File: config.mk
export PLATFORM = sky130hd
export DESIGN_NAME = weight_ram_arbiter_flat
export DESIGN_NICKNAME = d
export VERILOG_FILES = /design/src/rtl/weight_ram_arbiter_pkg.sv /design/src/rtl/weight_ram_arbiter_if.sv /design/src/rtl/weight_ram_arbiter.sv /design/src/flat_wrapper.sv
export SDC_FILE = /design/constraint.sdc
export NUM_CORES = 1
export LEC_CHECK = 0
export CAP_MARGIN = 20
export CORE_AREA = 2 2 407 409
export DETAILED_ROUTE_END_ITERATION = 16
export DIE_AREA = 0 0 409 411
export DONT_BUFFER_PORTS = 1
export PLACE_DENSITY = 0.3
export SETUP_SLACK_MARGIN = 0.4
export SKIP_CTS_REPAIR_TIMING = 1
export SYNTH_ARGS = -nofsm -noshare
export SYNTH_HDL_FRONTEND = slang
export SYNTH_SLANG_ARGS = --single-unit
File: constraint.sdc
create_clock -name CLK -period 3.83 [get_ports CLK]
set_input_delay 0.1915 -clock CLK [delete_from_list [all_inputs] [get_ports CLK]]
set_output_delay 0.1915 -clock CLK [all_outputs]
set_load 0.02 [all_outputs]
File: src/rtl/weight_ram_arbiter_pkg.sv
// weight_ram_arbiter_pkg: shared widths, weight-row addresses and FSM encoding for the weight RAM arbiter
package weight_ram_arbiter_pkg;
  localparam int DEF_AWIDTH = 4;
  localparam int DEF_DWIDTH = 256;
  localparam int DEF_LOCK_LIMIT = 2;
  localparam int WWIDTH = 8;
  localparam int LAYER1_ROW = 0;
  localparam int LAYER2_ROW = 1;
  typedef enum logic [1:0] {IDLE, ACCESS, RESP} state_t;
endpackage

File: src/rtl/weight_ram_arbiter_if.sv
// weight_ram_arbiter_if: forward port (f_*), update port (u_*), RAM side (mem_*), shared rdata and busy; slave = arbiter, master = engines/RAM
interface weight_ram_arbiter_if
  import weight_ram_arbiter_pkg::*;
#(
  parameter int AWIDTH = DEF_AWIDTH,
  parameter int DWIDTH = DEF_DWIDTH
);
  logic              f_req;
  logic [AWIDTH-1:0] f_addr;
  logic              f_gnt;
  logic              f_rvalid;
  logic              u_req;
  logic              u_we;
  logic [AWIDTH-1:0] u_addr;
  logic [DWIDTH-1:0] u_wdata;
  logic              u_lock;
  logic              u_gnt;
  logic              u_rvalid;
  logic [DWIDTH-1:0] rdata;
  logic [AWIDTH-1:0] mem_addr;
  logic [DWIDTH-1:0] mem_wdata;
  logic              mem_we;
  logic [DWIDTH-1:0] mem_rdata;
  logic              busy;
  modport slave (
    input  f_req, f_addr, u_req, u_we, u_addr, u_wdata, u_lock, mem_rdata,
    output f_gnt, f_rvalid, u_gnt, u_rvalid, rdata, mem_addr, mem_wdata, mem_we, busy
  );
  modport master (
    output f_req, f_addr, u_req, u_we, u_addr, u_wdata, u_lock, mem_rdata,
    input  f_gnt, f_rvalid, u_gnt, u_rvalid, rdata, mem_addr, mem_wdata, mem_we, busy
  );
endinterface

File: src/rtl/weight_ram_arbiter.sv
// weight_ram_arbiter: round-robin arbiter with update-port lock for one weight RAM; ports CLK, RST, bus (weight_ram_arbiter_if.slave)
module weight_ram_arbiter
  import weight_ram_arbiter_pkg::*;
#(
  parameter int AWIDTH = DEF_AWIDTH,
  parameter int DWIDTH = DEF_DWIDTH,
  parameter int LOCK_LIMIT = DEF_LOCK_LIMIT
)(
  input logic CLK,
  input logic RST,
  weight_ram_arbiter_if.slave bus
);
  localparam int LW = $clog2(LOCK_LIMIT + 1);
  state_t state, state_n;
  logic own_u, last_u, txn_we, pick_u, relock, load, nxt_u;
  logic [LW-1:0] lock_cnt;
  logic [AWIDTH-1:0] addr_n;
  logic [DWIDTH-1:0] wdata_n;
  always_comb begin
    pick_u = bus.u_req && (!bus.f_req || !last_u);
    relock = state == RESP && own_u && bus.u_lock && bus.u_req && lock_cnt < LW'(LOCK_LIMIT);
    load = (state == IDLE && (bus.f_req || bus.u_req)) || relock;
    nxt_u = relock || pick_u;
    addr_n = nxt_u ? bus.u_addr : bus.f_addr;
    wdata_n = nxt_u ? bus.u_wdata : bus.mem_wdata;
    state_n = state == IDLE ? (load ? ACCESS : IDLE) : state == ACCESS ? RESP : relock ? ACCESS : IDLE;
  end
  always_ff @(posedge CLK) begin
    if (RST) begin
      state <= IDLE;
      own_u <= 1'b0;
      last_u <= 1'b1;
      txn_we <= 1'b0;
      lock_cnt <= '0;
      bus.mem_addr <= '0;
      bus.mem_wdata <= '0;
      bus.mem_we <= 1'b0;
    end else begin
      state <= state_n;
      bus.mem_we <= load && nxt_u && bus.u_we;
      if (load) begin
        own_u <= nxt_u;
        txn_we <= nxt_u && bus.u_we;
        bus.mem_addr <= addr_n;
        bus.mem_wdata <= wdata_n;
      end
      if (load && !relock) last_u <= nxt_u;
      lock_cnt <= relock ? lock_cnt + 1'b1 : (state_n == IDLE || (load && !nxt_u)) ? '0 : lock_cnt;
    end
  end
  assign bus.f_gnt = state == ACCESS && !own_u;
  assign bus.u_gnt = state == ACCESS && own_u;
  assign bus.f_rvalid = state == RESP && !own_u && !txn_we;
  assign bus.u_rvalid = state == RESP && own_u && !txn_we;
  assign bus.rdata = bus.mem_rdata;
  assign bus.busy = state != IDLE;
endmodule

File: src/flat_wrapper.sv
// flat-port wrapper written by rule: the top's interface ports become plain ports
module weight_ram_arbiter_flat import weight_ram_arbiter_pkg::*;
#(
  parameter int AWIDTH = DEF_AWIDTH,
  parameter int DWIDTH = DEF_DWIDTH,
  parameter int LOCK_LIMIT = DEF_LOCK_LIMIT
)
  (CLK, RST, bus_f_req, bus_f_addr, bus_u_req, bus_u_we, bus_u_addr, bus_u_wdata, bus_u_lock, bus_mem_rdata, bus_f_gnt, bus_f_rvalid, bus_u_gnt, bus_u_rvalid, bus_rdata, bus_mem_addr, bus_mem_wdata, bus_mem_we, bus_busy);
  weight_ram_arbiter_if #(.AWIDTH(AWIDTH), .DWIDTH(DWIDTH)) bus_i ();
  input logic CLK;
  input logic RST;
  input wire logic [$bits(bus_i.f_req)-1:0] bus_f_req;
  input wire logic [$bits(bus_i.f_addr)-1:0] bus_f_addr;
  input wire logic [$bits(bus_i.u_req)-1:0] bus_u_req;
  input wire logic [$bits(bus_i.u_we)-1:0] bus_u_we;
  input wire logic [$bits(bus_i.u_addr)-1:0] bus_u_addr;
  input wire logic [$bits(bus_i.u_wdata)-1:0] bus_u_wdata;
  input wire logic [$bits(bus_i.u_lock)-1:0] bus_u_lock;
  input wire logic [$bits(bus_i.mem_rdata)-1:0] bus_mem_rdata;
  output wire logic [$bits(bus_i.f_gnt)-1:0] bus_f_gnt;
  output wire logic [$bits(bus_i.f_rvalid)-1:0] bus_f_rvalid;
  output wire logic [$bits(bus_i.u_gnt)-1:0] bus_u_gnt;
  output wire logic [$bits(bus_i.u_rvalid)-1:0] bus_u_rvalid;
  output wire logic [$bits(bus_i.rdata)-1:0] bus_rdata;
  output wire logic [$bits(bus_i.mem_addr)-1:0] bus_mem_addr;
  output wire logic [$bits(bus_i.mem_wdata)-1:0] bus_mem_wdata;
  output wire logic [$bits(bus_i.mem_we)-1:0] bus_mem_we;
  output wire logic [$bits(bus_i.busy)-1:0] bus_busy;
  assign bus_i.f_req = bus_f_req;
  assign bus_i.f_addr = bus_f_addr;
  assign bus_i.u_req = bus_u_req;
  assign bus_i.u_we = bus_u_we;
  assign bus_i.u_addr = bus_u_addr;
  assign bus_i.u_wdata = bus_u_wdata;
  assign bus_i.u_lock = bus_u_lock;
  assign bus_i.mem_rdata = bus_mem_rdata;
  assign bus_f_gnt = bus_i.f_gnt;
  assign bus_f_rvalid = bus_i.f_rvalid;
  assign bus_u_gnt = bus_i.u_gnt;
  assign bus_u_rvalid = bus_i.u_rvalid;
  assign bus_rdata = bus_i.rdata;
  assign bus_mem_addr = bus_i.mem_addr;
  assign bus_mem_wdata = bus_i.mem_wdata;
  assign bus_mem_we = bus_i.mem_we;
  assign bus_busy = bus_i.busy;
  weight_ram_arbiter #(.AWIDTH(AWIDTH), .DWIDTH(DWIDTH), .LOCK_LIMIT(LOCK_LIMIT)) u_core (.CLK(CLK), .RST(RST), .bus(bus_i));
endmodule
==> PnR_summary.wiki <==
{| class="wikitable"
! Metric !! Value
|-
| Run status || completed
|-
| Final sum of negative setup slack || 0 ns
|-
| EDFF count, synth || 0
|-
| Initial drt markers || 320
|-
| Master cell of the clock root buffer || sky130_fd_sc_hd__clkbuf_16
|-
| Die X-Extent || 409 um
|-
| Most common cell after layout, fill and taps aside || sky130_fd_sc_hd__dlygate4sd3_1
|-
| Post-placement cell area || 13,200 sq um
|-
| Power per cell area || 435 nW/um^2
|-
| Number of slew-limit violations in the final report || 0
|-
| Worst slack at placement || 1.54 ns
|-
| Synthesized Nets || 1,948
|-
| Nets || 2,070
|-
| Via density per instance || 2.70
|-
| Finish-stage setup viols || 0
|-
| Hold Worst Slack || 0.0469 ns
|-
| Syn Area/Cell || 9.14 sq um
|-
| Met3 routed WL || 10,300 um
|-
| Minimum clock period after layout || 2.83 ns
|-
| Async set or reset register ratio after synthesis || 0
|-
| Final Cycle Share || 0.738
|-
| Max capacitance violation total || 0
|-
| Wire length of the first global-routing pass || 82,300 um
|-
| Wire length after detailed routing || 68,700 um
|-
| Overall via count from detail_route || 10,200
|-
| Highest metal layer with signal wires || met5
|-
| Post-detailed-placement half-perimeter wirelength || 49,700 um
|-
| Worst-case headroom to the max-slew limit || 0.267
|-
| Area of the die || 168,000 sq um
|-
| Number of levels the H-tree was split into || 2
|-
| Class of the tightest hold or removal check || in2reg
|-
| Via count of the first global-routing pass || 8,379
|-
| Sequential share of the synthesized area || 0.413
|-
| Layout cells sized above 1 || 0.345
|-
| Routed wl met2 || 30,100 um
|-
| Clock slew at reported path FFs || 0.06 ns
|-
| Global-route usage over all layers || 0.0719
|-
| Number of distinct library cells after synthesis || 30
|-
| Cell area after synthesis || 13,000 sq um
|-
| Signed area change from the synthesized netlist to the final layout || 43.3%
|-
| Number of CTS-inserted buffers || 39
|-
| Die outline height || 411 um
|-
| Initial cell density of the core || 0.0793
|-
| Top library cells by usage in the layout, fill and taps aside || sky130_fd_sc_hd__dlygate4sd3_1 (406), sky130_fd_sc_hd__nand2_1 (284), sky130_fd_sc_hd__dfxtp_1 (268)
|-
| Critical path endpoint category || flip-flop
|-
| Highest attainable clock frequency || 354 MHz
|-
| IO Port Bufs || 0
|-
| Met1 wire length || 24,600 um
|-
| Bufs on Longest Clock Path || 3
|-
| Drt drc || 0
|-
| Clock latency on the worst-skew pair || 0.59 ns
|-
| Category of the critical setup timing path || reg2reg
|-
| Crit path max fanout || 79
|-
| TritonCTS clock tree || yes
|-
| Count of final hold-check violations || 0
|-
| Gate count after technology mapping || 1,422
|-
| Num Clock Sinks || 268
|-
| Placer's final routability congestion estimate || 0.717
|-
| Setup skew after layout || 0.0128 ns
|-
| Count of nets left with antenna violations after detail routing || 0
|-
| Static leakage || 6.03 nW
|-
| Smallest setup slack after layout || 1.00 ns
|-
| Max IR drop VDD || 0.236 mV
|-
| Data required, critical path || 4.35 ns
|-
| Final Instance Area || 18,600 sq um
|-
| Row cnt || 149
|-
| Core ar. || 164,000 sq um
|-
| RSZ-0062 raised after global routing || false
|-
| Count of fill cells added during filler insertion || 18,800
|-
| Crit path launch type || flip-flop
|-
| Maximum number of pins on one net before global-route repair || 266
|-
| Total grt overflow || 0
|-
| Worst Tran Pin Value || 1.09 ns
|-
| Total I/O pin count || 1,048
|-
| Number of cells after detailed placement || 3,282
|-
| Number of detailed-route iterations in the first pass || 4
|-
| Post-synthesis register bit count || 268
|-
| Primary FF master, synth || sky130_fd_sc_hd__dfxtp_1
|-
| Non-filler cells in the finished layout || 3,759
|-
| Endpoint arrival time on the critical path || 3.35 ns
|-
| Average wire length per cell after detail routing || 18.3 um
|-
| Number of antenna violations at the first check in global routing || 27
|-
| Ys Warns || 0
|}
[final timing paths]
kind,from,endpoint,slack (ns),cells past startpoint
worst min register to register,u_core.lock_cnt[1]$_SDFFE_PP0P_,u_core.lock_cnt[1]$_SDFFE_PP0P_,0.49,2
worst min-delay path,bus_u_req,u_core.last_u$_SDFFE_PP1P_,0.05,2
worst max register to register,u_core.state[1]$_SDFF_PP0_,u_core.bus.mem_wdata[152]$_SDFFE_PP0P_,1.00,7
worst max-delay path,u_core.state[1]$_SDFF_PP0_,u_core.bus.mem_wdata[152]$_SDFFE_PP0P_,1.00,7
[cell families after synthesis]
logic type / Yosys count / share of synthesized area
AOI/OAI and AO/OA: 269 / 0.175
buffers and inverters: 345 / 0.208
DFF: 268 / 0.413
muxes: 1 / 0.000770
and+or+nand+nor: 539 / 0.203
[registers in the layout, indices dropped and copies added (netlist names)]
name	cells
u_core.bus.mem_addr	4
u_core.bus.mem_we	1
u_core.txn_we	1
u_core.lock_cnt	2
u_core.bus.mem_wdata	256
u_core.state	2
u_core.own_u	1
u_core.last_u	1
[where the power goes]
part           leakage, nW  switching, mW  internal (mW)
combinational         3.24          0.578          0.517
sequential            2.19          0.381           2.96
clock                0.600           1.51           2.14
total                 6.03           2.47           5.62
[layer usage]
metal,vias up,global-route usage
li1,4520,-
met1,4697,0.0738
met2,674,0.106
met3,247,0.0526
met4,12,0.0375
met5,-,0.00904
[cell type report]
type | instances | area (sq um) | area share
well taps | 2189 | 2740 | 0.147
repair buffers | 423 | 4320 | 0.232
clock buffers | 55 | 1110 | 0.0594
multi-input cells | 809 | 4950 | 0.266
clock inverters | 11 | 131 | 0.00706
inverters | 3 | 11.3 | 0.000605
diodes | 1 | 2.50 | 0.000134
flip-flops and latches | 268 | 5370 | 0.288
[worst max-delay path, cell delays in order (launching register included)]
cell and delay (ns):
sky130_fd_sc_hd__dfxtp_1 0.40, sky130_fd_sc_hd__nor2_1 0.10, sky130_fd_sc_hd__inv_2 0.23, sky130_fd_sc_hd__o32a_2 0.63, sky130_fd_sc_hd__buf_12 0.39, sky130_fd_sc_hd__nand2_1 0.13
sky130_fd_sc_hd__a21oi_2 0.15, sky130_fd_sc_hd__dlygate4sd3_1 0.59
[stage by stage]
stage / utilization / power, mW
3_5_place_dp: 0.0807 / 4.08
2_1_floorplan: - / 4.35
3_3_place_gp: 0.0807 / 4.07
6_report: 0.114 / 8.09
5_1_grt: 0.114 / 8.55
4_1_cts: 0.0882 / 7.92
[synthesized netlist by cell type, types with 2 or more instances]
| library cell | instances | area share |
|---|---|---|
| sky130_fd_sc_hd__nand2_2 | 230 | 0.11 |
| sky130_fd_sc_hd__a221o_1 | 5 | 0.0039 |
| sky130_fd_sc_hd__clkbuf_1 | 29 | 0.0084 |
| sky130_fd_sc_hd__and2_1 | 5 | 0.0024 |
| sky130_fd_sc_hd__buf_2 | 26 | 0.010 |
| sky130_fd_sc_hd__nand2b_1 | 2 | 0.00096 |
| sky130_fd_sc_hd__inv_1 | 2 | 0.00058 |
| sky130_fd_sc_hd__nand2_1 | 284 | 0.082 |
| sky130_fd_sc_hd__a21oi_1 | 28 | 0.011 |
| sky130_fd_sc_hd__nor3_1 | 4 | 0.0015 |
| sky130_fd_sc_hd__a21oi_2 | 230 | 0.16 |
| sky130_fd_sc_hd__buf_6 | 2 | 0.0017 |
| sky130_fd_sc_hd__buf_12 | 22 | 0.034 |
| sky130_fd_sc_hd__nor2_1 | 10 | 0.0029 |
| sky130_fd_sc_hd__buf_8 | 3 | 0.0035 |
| sky130_fd_sc_hd__dfxtp_1 | 268 | 0.41 |
| sky130_fd_sc_hd__buf_4 | 259 | 0.15 |
(Power assumes the default switching activity.)
